<file path="config.mk">
export PLATFORM = sky130hd
export DESIGN_NAME = cipher_stream
export DESIGN_NICKNAME = d
export VERILOG_FILES = /design/src/rtl/cipher_stream.sv
export SDC_FILE = /design/constraint.sdc
export NUM_CORES = 1
export LEC_CHECK = 0
export BUFFER_PORTS_ARGS = -buffer_cell sky130_fd_sc_hd__buf_2
export CORE_UTILIZATION = 60
export DETAILED_ROUTE_END_ITERATION = 6
export PLACE_DENSITY_LB_ADDON = 0.05
export SLEW_MARGIN = 20
export SYNTH_ARGS = -nofsm -noshare
export SYNTH_HDL_FRONTEND = slang
export SYNTH_SLANG_ARGS = --single-unit
</file>
<file path="constraint.sdc">
create_clock -name clk -period 16.8 [get_ports clk]
set_clock_uncertainty 0.2 [all_clocks]
set_input_delay 0.84 -clock clk [delete_from_list [all_inputs] [get_ports clk]]
set_output_delay 0.84 -clock clk [all_outputs]
set_load 0.05 [all_outputs]
</file>
<file path="src/rtl/cipher_stream.sv">
// cipher_stream: keyed Caesar/Vigenere substitution on ASCII alphanumerics.
// The input is accepted over valid/ready and the result is held in a single
// registered output stage. Characters that are not alphanumeric pass through
// unchanged and do not consume a key entry.
module cipher_stream #(
  parameter  int KEY_LEN = 4,
  localparam int IDX_W   = (KEY_LEN > 1) ? $clog2(KEY_LEN) : 1
) (
  input  logic             clk,
  input  logic             rst,
  input  logic             key_wr_en,
  input  logic [IDX_W-1:0] key_wr_addr,
  input  logic [7:0]       key_wr_data,
  input  logic [IDX_W:0]   key_len_cfg,
  input  logic             mode,
  input  logic             restart,
  input  logic             in_valid,
  output logic             in_ready,
  input  logic [7:0]       in_data,
  output logic             out_valid,
  input  logic             out_ready,
  output logic [7:0]       out_data,
  output logic [15:0]      char_count
);

  localparam logic [IDX_W:0] KLEN = (IDX_W+1)'(KEY_LEN);

  logic [7:0]       key_q [KEY_LEN];
  logic [IDX_W-1:0] idx_q, idx_d;
  logic             out_valid_q, out_valid_d;
  logic [7:0]       out_data_q, out_data_d;
  logic [15:0]      cnt_q, cnt_d;

  logic             accept;
  logic [IDX_W:0]   len_eff;
  logic [IDX_W-1:0] key_sel;
  logic [7:0]       key_cur;
  logic             is_dig, is_up, is_lo, is_an;
  logic [7:0]       base, modv, shift, off, sum, result;

  assign in_ready   = !out_valid_q || out_ready;
  assign accept     = in_valid && in_ready;
  assign out_valid  = out_valid_q;
  assign out_data   = out_data_q;
  assign char_count = cnt_q;

  assign is_dig = (in_data >= 8'h30) && (in_data <= 8'h39);
  assign is_up  = (in_data >= 8'h41) && (in_data <= 8'h5A);
  assign is_lo  = (in_data >= 8'h61) && (in_data <= 8'h7A);
  assign is_an  = is_dig || is_up || is_lo;

  // A restart in the accept cycle forces entry 0 for the current character.
  assign key_sel = restart ? '0 : idx_q;
  assign key_cur = key_q[key_sel];

  // Clamp the configured key length into 1..KEY_LEN.
  always_comb begin
    len_eff = key_len_cfg;
    if (key_len_cfg == '0)       len_eff = (IDX_W+1)'(1);
    else if (key_len_cfg > KLEN) len_eff = KLEN;
  end

  // Shift is reduced modulo the class size first, so offset arithmetic stays
  // below 2*M and one conditional subtract finishes the wrap.
  always_comb begin
    base   = is_dig ? 8'h30 : (is_up ? 8'h41 : 8'h61);
    modv   = is_dig ? 8'd10 : 8'd26;
    shift  = key_cur % modv;
    off    = in_data - base;
    sum    = mode ? (off + modv - shift) : (off + shift);
    if (sum >= modv) sum = sum - modv;
    result = is_an ? (base + sum) : in_data;
  end

  // Key index: restart wins over advance; advance wraps at the active length.
  always_comb begin
    idx_d = idx_q;
    if (restart) begin
      idx_d = (accept && is_an && (len_eff > (IDX_W+1)'(1))) ? IDX_W'(1) : '0;
    end else if (accept && is_an) begin
      if (({1'b0, idx_q} + 1'b1) >= len_eff) idx_d = '0;
      else                                   idx_d = idx_q + 1'b1;
    end
  end

  // Output stage and saturating character counter next-state.
  always_comb begin
    out_valid_d = out_valid_q;
    out_data_d  = out_data_q;
    cnt_d       = cnt_q;
    if (accept) begin
      out_valid_d = 1'b1;
      out_data_d  = result;
    end else if (out_ready) begin
      out_valid_d = 1'b0;
    end
    if (accept && is_an && (cnt_q != 16'hFFFF)) cnt_d = cnt_q + 16'd1;
  end

  // Datapath registers.
  always_ff @(posedge clk or posedge rst) begin
    if (rst) begin
      idx_q       <= '0;
      out_valid_q <= 1'b0;
      out_data_q  <= 8'h00;
      cnt_q       <= 16'h0000;
    end else begin
      idx_q       <= idx_d;
      out_valid_q <= out_valid_d;
      out_data_q  <= out_data_d;
      cnt_q       <= cnt_d;
    end
  end

  // Key table; a write lands at the edge, after the current character read it.
  always_ff @(posedge clk or posedge rst) begin
    if (rst) begin
      for (int i = 0; i < KEY_LEN; i++) key_q[i] <= 8'h00;
    end else if (key_wr_en && ({1'b0, key_wr_addr} < KLEN)) begin
      key_q[key_wr_addr] <= key_wr_data;
    end
  end

endmodule

</file>
==> impl_results.md <==
* Cell with the most instances after synthesis: dfrtp_1
* Core ar. at 9200 µm²
* Top_reg_cell synth: dfrtp_1
* Yosys reg bits at 59
* Area contributors post-synth: dfrtp_1 26%, ha_1 9.9%, mux2_2 7.1%
* Starting Density at 61.9%
* Area share of the largest cell type after synthesis at 25.9%
* Worst path arrival time at 12.68 ns
* Syn_nets at 703
* CP Launch Type: flip-flop
* Tcrit/Tclk final at 75.4%
* Post-route minimum period at 12.66 ns
* Die area at 9880 µm²
* Gates resized, CTS repair at 0
* RSZ-0062 raised after global routing: false
* Post-CTS Setup Repair Bufs at 0
* H-tree levels at 3
* Multi-input logic area at 3940 µm²
* Layout cells sized above 1 at 22.7%
* Total wire length at 12.6 mm
* Synth warnings at 0
* Root Buffer: clkbuf_8
* Top cells by count, synth: 59 x dfrtp_1, 45 x ha_1, 43 x inv_1, 43 x nand2_1, 42 x nor2_1
* Clk sinks at 59
* Max FO, Critical Path at 21
* Die H at 99.4 µm
* Vias in the first global route at 4,551
* MaxCap Viol Count at 0
* DRT antenna net count at 0
* Critical Path Max Stage Delay at 0.93 ns
* WL per Instance at 15.9 µm
* Via count at 4,822
* Largest net degree at the start of global routing at 60
* Post-synth ARST share at 100%
* First-pass GRT wire length at 21.4 mm
* WL met1 at 6.02 mm
* Worst reg2reg startpoint: idx_q[0]
* Row cnt at 35
* Top Metal Used: met4
* WP buf/inv at 3
* Fillers at 733
* Count of final setup violators at 0
* Initial DRC count at 209
* CTS tree: built
* Worst Hold Class: flip-flop to flip-flop
* Total gr overflow at 0
* Post-Synthesis Mean Instance Area at 9.07 µm²
* DRT Pass-1 Iters at 6
* Status: completed
* Worst hold slack at 0.289 ns
* Initial antenna violation count at 0
* Worst skew pair latency at 0.34 ns
* Max Buffers Root-to-Sink at 2
* Register area at 1480 µm²
* Area Growth Syn to Fin at 10.0%
* Port buffer count at 53
* DIE WIDTH at 99.4 µm
* Layout Nets at 753
* Io pins at 54
* Cell mode on critical path: ha_1
* Ant. Diodes at 0
* Met3 Routed Length at 452 µm
* Critical Path RT at 16.82 ns
* Min-delay src: out_data[4]
* Half-perimeter wire length after placement at 9.94 mm
* Delay-heaviest family, CP: compound AO/OA/AOI/OAI gates
* Clock-pin slew on the worst setup and hold paths at 0.07 ns
* Cells after Synth at 628
* Mapped Area at 5690 µm²
* DRC Markers at 0
* Hold violation count in the final report at 0
* Slew margin rel. at 39.8%
* Slew Viols, Final at 0
* Synth unique cells at 88
* Number of CTS-inserted buffers at 9
* Highest clock rate at 79.0 MHz
* Critical Path Start: idx_q[0]
* Sequential element share of the synthesized area at 25.9%
* EDFF count, synth at 0
* Total GRT Usage at 26.8%
* Crit end category: flip-flop
* Final Non-Filler Cells at 794
* Worst setup path class: flip-flop to flip-flop
* Metal2 WL at 5.88 mm
* Placed cells at 778
* Slowest cell on the critical path: dfrtp_1
* Worst-margin pin slew at 0.903 ns
* RePlAce Congestion at 0.931
* Synth area leader: dfrtp_1
* Fin Setup TNS at 0 ns
* Vias per inst at 6.07
* Hold Buf Count CTS at 0
## per-layer routing
layer | vias to the layer above | track usage [%]
li1 | 2396 | -
met3 | 21 | 3.23
met2 | 107 | 44.6
met5 | - | 0
met4 | 0 | 8.82
met1 | 2298 | 36.3
## path summary, 6_finish.rpt
path / endpoint / cells after the start / slack (ns)
setup / recovery: out_data[7] / 52 / 4.14
hold / removal: out_data[4] / 2 / 0.29
setup reg to reg: out_data[7] / 52 / 4.14
hold reg to reg: out_data[4] / 2 / 0.29
max in group asynchronous: out_data[3] / 3 / 15.44
min in group asynchronous: key_q[9] / 3 / 0.49
## flip-flops by register name, indices dropped and copies added, names as in the netlist
signal,cells
out_data,8
key_q,32
out_valid,1
char_count,16
idx_q,2
## placed cells by master, fill, tap and decap left out, types with 17 or more instances in the layout
cell type / Yosys / layout
xnor2_1: 32 / 32
inv_1: 43 / 42
a21oi_1: 31 / 31
nand2_1: 43 / 43
ha_1: 45 / 45
mux2_2: 36 / 36
buf_2: 3 / 53
dfrtp_1: 59 / 59
nor2_1: 42 / 42
mux2i_1: 17 / 17
## area by class of cell
class | count | share of cell area, %
timing repair buffer | 55 | 4.47
sequential | 59 | 23.6
multi-input combinational | 506 | 62.9
clock buffer | 10 | 2.20
inverter | 47 | 2.82
tap | 111 | 2.22
clock inverter | 6 | 1.80
## worst reg2reg max path: cells and delay by family, from the launching register on
family	cells	cell delay [ns]
AO/OA/AOI/OAI	19	4.05
flip-flops	1	0.93
AND/OR/NAND/NOR	17	3.33
buffers and inverters	3	0.30
adder cells (fa/ha/maj)	8	2.56
multiplexers	2	0.55
XOR/XNOR	3	0.62
## kinds of logic (layout without fill, tap and decap cells)
family                   after synthesis  count (layout)  share of synthesized area (%)
AND/OR/NAND/NOR                      203             203                           19.5
AO/OA/AOI/OAI                        155             155                           20.9
buffers and inverters                 63             118                           4.81
flip-flops                            59              59                           25.9
multiplexers                          58              58                           11.6
adder cells (fa/ha/maj)               47              47                           10.6
XOR/XNOR                              43              43                           6.62
## per-stage QoR
stage | cell area [µm²] | util [%] | setup WS [ns]
floorplan | 5690 | - | 5.30
global placement | 6010 | 65.4 | 4.56
detailed placement | 6010 | 65.4 | 4.07
CTS | 6260 | 68.1 | 4.18
global route | 6260 | 68.1 | 3.12
finish | 6260 | 68.1 | 4.14
Power is not shown: default switching activity piles up to over one toggle a cycle in this logic, so the estimate is an artifact.
